`src/rtl/fu_issue_arbiter.sv`:
```
// fu_issue_arbiter
//   Shares one functional unit between NUM_REQ reservation-station issue
//   requesters using round-robin arbitration. Each operation runs through an
//   ISSUE phase (one cycle) and an optional WAIT phase. On completion the
//   result is broadcast once as {rob_idx, value}. A flush drops any op that is
//   in flight. A WAIT that lasts too long sets a sticky timeout flag.
//
// Ports
//   in_clk          clock, rising edge
//   in_rst          synchronous active-low reset
//   in_req          per-requester ready-to-issue
//   in_req_rob_idx  per-requester ROB tag, slot i at [i*ROB_IDX_W +: ROB_IDX_W]
//   in_fu_done      FU result valid (pulse)
//   in_fu_value     FU result
//   in_flush        mispredict flush
//   out_grant       one-hot grant pulse
//   out_fu_start    FU start pulse, coincident with out_grant
//   out_fu_rob_idx  tag of the op in flight
//   out_busy        high while in ISSUE or WAIT
//   out_cdb_valid   broadcast valid pulse
//   out_cdb_rob_idx broadcast tag (held until the next broadcast)
//   out_cdb_value   broadcast value (held until the next broadcast)
//   out_timeout     sticky WAIT timeout flag, cleared only by reset
module fu_issue_arbiter #(
    parameter int NUM_REQ   = 4,
    parameter int ROB_IDX_W = 6,
    parameter int VAL_W     = 32,
    parameter int TIMEOUT   = 16
) (
    input  logic                         in_clk,
    input  logic                         in_rst,
    input  logic [NUM_REQ-1:0]           in_req,
    input  logic [NUM_REQ*ROB_IDX_W-1:0] in_req_rob_idx,
    input  logic                         in_fu_done,
    input  logic [VAL_W-1:0]             in_fu_value,
    input  logic                         in_flush,
    output logic [NUM_REQ-1:0]           out_grant,
    output logic                         out_fu_start,
    output logic [ROB_IDX_W-1:0]         out_fu_rob_idx,
    output logic                         out_busy,
    output logic                         out_cdb_valid,
    output logic [ROB_IDX_W-1:0]         out_cdb_rob_idx,
    output logic [VAL_W-1:0]             out_cdb_value,
    output logic                         out_timeout
);

    localparam int unsigned NREQ = NUM_REQ;
    localparam int PW = (NUM_REQ > 1) ? $clog2(NUM_REQ) : 1;
    localparam int CW = $clog2(TIMEOUT);

    typedef enum logic [1:0] {
        S_IDLE  = 2'd0,
        S_ISSUE = 2'd1,
        S_WAIT  = 2'd2
    } state_e;

    state_e                 state_q, state_d;
    logic [PW-1:0]          rr_ptr_q, rr_ptr_d;
    logic [CW-1:0]          cnt_q, cnt_d;
    logic [NUM_REQ-1:0]     grant_q, grant_d;
    logic                   start_q, start_d;
    logic [ROB_IDX_W-1:0]   fu_idx_q, fu_idx_d;
    logic                   cdb_valid_q, cdb_valid_d;
    logic [ROB_IDX_W-1:0]   cdb_idx_q, cdb_idx_d;
    logic [VAL_W-1:0]       cdb_value_q, cdb_value_d;
    logic                   timeout_q, timeout_d;

    // Round-robin pick: first set request at or after rr_ptr, wrapping.
    logic                   any_req;
    logic [PW-1:0]          win_idx;
    logic [PW-1:0]          win_next_ptr;
    logic [ROB_IDX_W-1:0]   win_tag;

    always_comb begin
        int unsigned idx;
        any_req      = 1'b0;
        win_idx      = '0;
        win_next_ptr = rr_ptr_q;
        idx          = 0;
        for (int unsigned k = 0; k < NREQ; k++) begin
            idx = (32'(rr_ptr_q) + k) % NREQ;
            if (!any_req && in_req[idx]) begin
                any_req      = 1'b1;
                win_idx      = PW'(idx);
                win_next_ptr = PW'((idx + 1) % NREQ);
            end
        end
        win_tag = in_req_rob_idx[win_idx*ROB_IDX_W +: ROB_IDX_W];
    end

    always_comb begin
        logic launch;
        logic complete;
        state_d     = state_q;
        rr_ptr_d    = rr_ptr_q;
        cnt_d       = cnt_q;
        grant_d     = '0;
        start_d     = 1'b0;
        fu_idx_d    = fu_idx_q;
        cdb_valid_d = 1'b0;
        cdb_idx_d   = cdb_idx_q;
        cdb_value_d = cdb_value_q;
        timeout_d   = timeout_q;
        launch      = 1'b0;
        complete    = 1'b0;

        unique case (state_q)
            S_IDLE: begin
                launch = any_req && !in_flush;
            end
            S_ISSUE: begin
                if (in_flush) begin
                    state_d = S_IDLE;
                end else if (in_fu_done) begin
                    // Combinational FU: complete without entering WAIT.
                    complete = 1'b1;
                    state_d  = S_IDLE;
                end else begin
                    state_d = S_WAIT;
                    cnt_d   = '0;
                end
            end
            S_WAIT: begin
                if (in_flush) begin
                    state_d = S_IDLE;
                end else if (in_fu_done) begin
                    complete = 1'b1;
                    if (any_req) launch = 1'b1;
                    else         state_d = S_IDLE;
                end else if (cnt_q == CW'(TIMEOUT - 1)) begin
                    timeout_d = 1'b1;
                    state_d   = S_IDLE;
                end else begin
                    cnt_d = cnt_q + 1'b1;
                end
            end
            default: begin
                state_d = S_IDLE;
            end
        endcase

        if (complete) begin
            cdb_valid_d = 1'b1;
            cdb_idx_d   = fu_idx_q;
            cdb_value_d = in_fu_value;
        end

        if (launch) begin
            state_d           = S_ISSUE;
            grant_d[win_idx]  = 1'b1;
            start_d           = 1'b1;
            fu_idx_d          = win_tag;
            rr_ptr_d          = win_next_ptr;
        end
    end

    always_ff @(posedge in_clk) begin
        if (!in_rst) begin
            state_q     <= S_IDLE;
            rr_ptr_q    <= '0;
            cnt_q       <= '0;
            grant_q     <= '0;
            start_q     <= 1'b0;
            fu_idx_q    <= '0;
            cdb_valid_q <= 1'b0;
            cdb_idx_q   <= '0;
            cdb_value_q <= '0;
            timeout_q   <= 1'b0;
        end else begin
            state_q     <= state_d;
            rr_ptr_q    <= rr_ptr_d;
            cnt_q       <= cnt_d;
            grant_q     <= grant_d;
            start_q     <= start_d;
            fu_idx_q    <= fu_idx_d;
            cdb_valid_q <= cdb_valid_d;
            cdb_idx_q   <= cdb_idx_d;
            cdb_value_q <= cdb_value_d;
            timeout_q   <= timeout_d;
        end
    end

    assign out_grant       = grant_q;
    assign out_fu_start    = start_q;
    assign out_fu_rob_idx  = fu_idx_q;
    assign out_busy        = (state_q != S_IDLE);
    assign out_cdb_valid   = cdb_valid_q;
    assign out_cdb_rob_idx = cdb_idx_q;
    assign out_cdb_value   = cdb_value_q;
    assign out_timeout     = timeout_q;

endmodule

```
`config.mk`:
```
export PLATFORM = sky130hd
export DESIGN_NAME = fu_issue_arbiter
export DESIGN_NICKNAME = d
export VERILOG_FILES = /design/src/rtl/fu_issue_arbiter.sv
export SDC_FILE = /design/constraint.sdc
export NUM_CORES = 1
export LEC_CHECK = 0
export CAP_MARGIN = 20
export CORE_ASPECT_RATIO = 1.1
export CORE_MARGIN = 1
export CORE_UTILIZATION = 45
export CTS_CLUSTER_SIZE = 28
export DETAILED_ROUTE_END_ITERATION = 16
export PLACE_DENSITY = 0.85
export RECOVER_POWER = 25
export SKIP_LAST_GASP = 1
export SLEW_MARGIN = 20
export SYNTH_ARGS = -nofsm -noshare
export SYNTH_HDL_FRONTEND = slang
export SYNTH_SLANG_ARGS = --single-unit
```
`constraint.sdc`:
```
create_clock -name in_clk -period 3.4 [get_ports in_clk]
set_input_delay 0.68 -clock in_clk [delete_from_list [all_inputs] [get_ports in_clk]]
set_output_delay 0.68 -clock in_clk [all_outputs]
set_load 0.1 [all_outputs]
```
==> out/metrics.csv <==
stage,metric,value,unit
sta,Max Freq,0.4004,GHz
place,Post-Place Worst Slack,700.7,ps
place,Placed Cells,473,
run,max cap viols,0,
route,TritonRoute pass-1 iters,6,
floorplanning,Die W,75.14,um
critical_path,crit path from,out_cdb_value[8],
place,number of port buffers,115,
clock_network,post_cts resized,0,
global_routing,GR Layer Usage met2,39.19,%
global_routing,first-pass GRT wire length,11100,um
layout,post-route cell area,3872,um2
synth,syn_area_per_cell,8.796,um2
critical_path,CP cell instances,clkdlybuf4s50_1,
route,total number of vias,2447,
layout,post-synthesis to final-layout area growth,46.27,%
critical_path,"slowest stage delay, CP",1150,ps
critical_path,CP bufs+invs,1,
synth,Yosys warnings,0,
sta,fin crit share,73.46,%
sta,Fin. Hold Viols,0,
route,Wirelength per Cell,13.86,um
pwr,Leakage,0.001428,uW
synth,share of the synthesized area in the top cell type,44.61,%
sta,min Tclk post-route,2498,ps
sta,Slew @ Worst Pin,1207,ps
layout,diode count,0,
clock_network,CTS root buf,clkbuf_8,
route,starting DRC count in detailed routing,82,
global_routing,grt peak-use layer,met2,
pwr,worst vdd ir,0.2792,mV
clock_network,H-tree lvl count,3,
synth,"EDFF count, synth",0,
hold_path,Hold WC Path Type,register to register,
synth,Post-Syn Area,2648,um2
global_routing,met3 GRT Util,12.01,%
critical_path,CP endpoint kind,primary output,
global_routing,GRT overflow,0,
place,DP HPWL,4861,um
clock_network,clock tree sinks,59,
synth,"Seq/Total Area, Yosys",44.61,%
synth,Main synth FF type,dfxtp_1,
floorplanning,Die Y,82.45,um
hold_path,worst hold start,out_cdb_value[22],
sta,RSZ-0062 raised after global routing,no,
place,Placer Congestion,0.7631,
sta,slew margin rel.,19.91,%
global_routing,Tot GR Track Use,23.91,%
critical_path,Worst EP arrival,1820,ps
floorplanning,row cnt,28,
critical_path,startpoint type of the worst setup path,register,
floorplanning,Initial Utilization,47.83,%
layout,share of cells above drive strength 1,6.280,%
route,DRC viols,0,
synth,Synth cell types,43,
critical_path,critical path data required time,2720,ps
sta,final setup margin,902.5,ps
layout,nets@finish,477,
clock_network,hold-fix buffers at CTS,0,
sta,setup tns final,0,ps
route,routed vias/inst,5.004,
clock_network,clk slew on worst S/H paths,60,ps
synth,post-synthesis cell count,301,
synth,syn_nets,369,
global_routing,vias in the first global route,2449,
layout,final std cells w/o fill,489,
clock_network,clock latency on the worst-skew pair,330,ps
synth,ys async rst share,0,%
floorplanning,Ports,116,
sta,final setup violating endpoints,0,
sta,clk_skew,7.997,ps
critical_path,Top Family by Delay on Critical Path,buffers and inverters,
critical_path,worst r2r src,state_q[0],
sta,final max-slew violation count,0,
synth,"FF+latch count, synth",59,
route,final wirelength,6779,um
place,Placement Cell Area,3751,um2
route,Antenna Violating Nets Remaining,0,
clock_network,CTS tree,done,
clock_network,post-CTS setup buffers,0,
critical_path,Critical Path Slowest Stage Cell,clkdlybuf4s50_1,
pwr,PD cells,467.4,nW/um2
clock_network,CTS max path bufs,2,
floorplanning,DIE AREA,6195,um2
global_routing,largest net degree at the start of global routing,46,
status,status,completed,
synth,Yosys top cell by area,dfxtp_1,
critical_path,crit-path max FO,2,
global_routing,antenna violations before repair,0,
critical_path,Setup Crit Path Kind,register to primary output,
synth,ranking of synthesized cells by area,"dfxtp_1 45%, nand2_1 12%, a21boi_0 11%",
clock_network,TritonCTS Buffers,9,
floorplanning,core area,5535,um2
global_routing,grt met1 use,26.81,%
final timing paths:
path	end	slack [ps]	cells after the start
setup / recovery	out_cdb_value[8]	900	1
hold / removal	out_cdb_value[22]	460	2
setup reg to reg	out_cdb_value[14]	1550	6
hold reg to reg	out_cdb_value[22]	460	2
cell usage after synthesis (4+ instances only):
| library cell | n |
|---|---|
| a21boi_0 | 39 |
| buf_2 | 8 |
| clkbuf_1 | 8 |
| dfxtp_1 | 59 |
| ha_1 | 4 |
| inv_1 | 5 |
| mux2i_1 | 16 |
| nand2_1 | 88 |
| nor2_1 | 12 |
| nor2b_1 | 7 |
| o221ai_1 | 6 |
routing by layer:
| metal | routed length (um) | part of all wire, % |
|---|---|---|
| met1 | 2756 | 41 |
| met2 | 3259 | 48 |
| met3 | 655 | 9.7 |
| met4 | 108 | 1.6 |
| met5 | 0 | 0 |
sequential cells by signal, summed over array words and instances (netlist names):
name	cells
out_cdb_value	32
out_fu_rob_idx	6
out_fu_start	1
out_cdb_valid	1
rr_ptr_q	2
cnt_q	4
out_grant	4
state_q	2
out_timeout	1
out_cdb_rob_idx	6
worst reg2reg max path, cell delays in order, from the launching register on:
cell	delay [ps]
dfxtp_1	360
inv_1	70
ha_1	290
and3_1	360
buf_4	390
nand2_1	120
a21boi_0	200
final cells by class:
| type | instances | area, um2 |
|---|---|---|
| Sequential cell | 59 | 1181 |
| Inverter | 5 | 18.77 |
| Clock buffer | 15 | 186.4 |
| Timing Repair Buffer | 118 | 1065 |
| Clock inverter | 1 | 5.005 |
| Tap cell | 75 | 93.84 |
| Multi-Input combinational cell | 216 | 1323 |
| Fill cell | 502 | 1663 |
logic make-up (layout without fill, tap and decap cells):
| kind of cell | Yosys count | count (layout) | share of synthesized area [%] |
|---|---|---|---|
| simple gates | 128 | 128 | 21.74 |
| compound gates | 65 | 65 | 19.52 |
| flops | 59 | 59 | 44.61 |
| buf+inv | 26 | 139 | 5.198 |
| mux | 16 | 16 | 6.049 |
| fa+ha+maj | 4 | 4 | 1.890 |
| xor+xnor | 3 | 3 | 0.9926 |
cell usage in the layout, fill, tap and decap left out, types with 2 or more instances in the layout:
cell type / count
o21ai_0: 3
a21boi_0: 39
nor3_2: 2
inv_1: 5
dfxtp_1: 59
ha_1: 4
buf_4: 4
nor2b_1: 7
o221ai_1: 6
a21oi_1: 3
nand2_1: 88
nor2_1: 12
mux2i_1: 16
xor2_1: 2
clkbuf_8: 13
a31oi_1: 3
nand2b_1: 2
clkdlybuf4s50_1: 96
clkbuf_1: 19
and3_1: 3
and2_1: 2
nor3_1: 2
where the power goes:
| part | switching (uW) | internal [uW] |
|---|---|---|
| Clock | 255 | 344 |
| Combinational | 305 | 157 |
| Sequential | 26.3 | 722 |
| Total | 587 | 1220 |
per-stage QoR:
step / hold WS (ps) / power (uW) / utilization, %
after global placement: 448.4 / 1229 / 67.77
after global routing: 487.1 / 1884 / 69.96
after floorplan: 449.1 / 1094 / -
final: 460.6 / 1810 / 69.96
after detailed placement: 456.8 / 1237 / 67.77
after CTS: 464.5 / 1834 / 71.23
(Power assumes the default switching activity.)
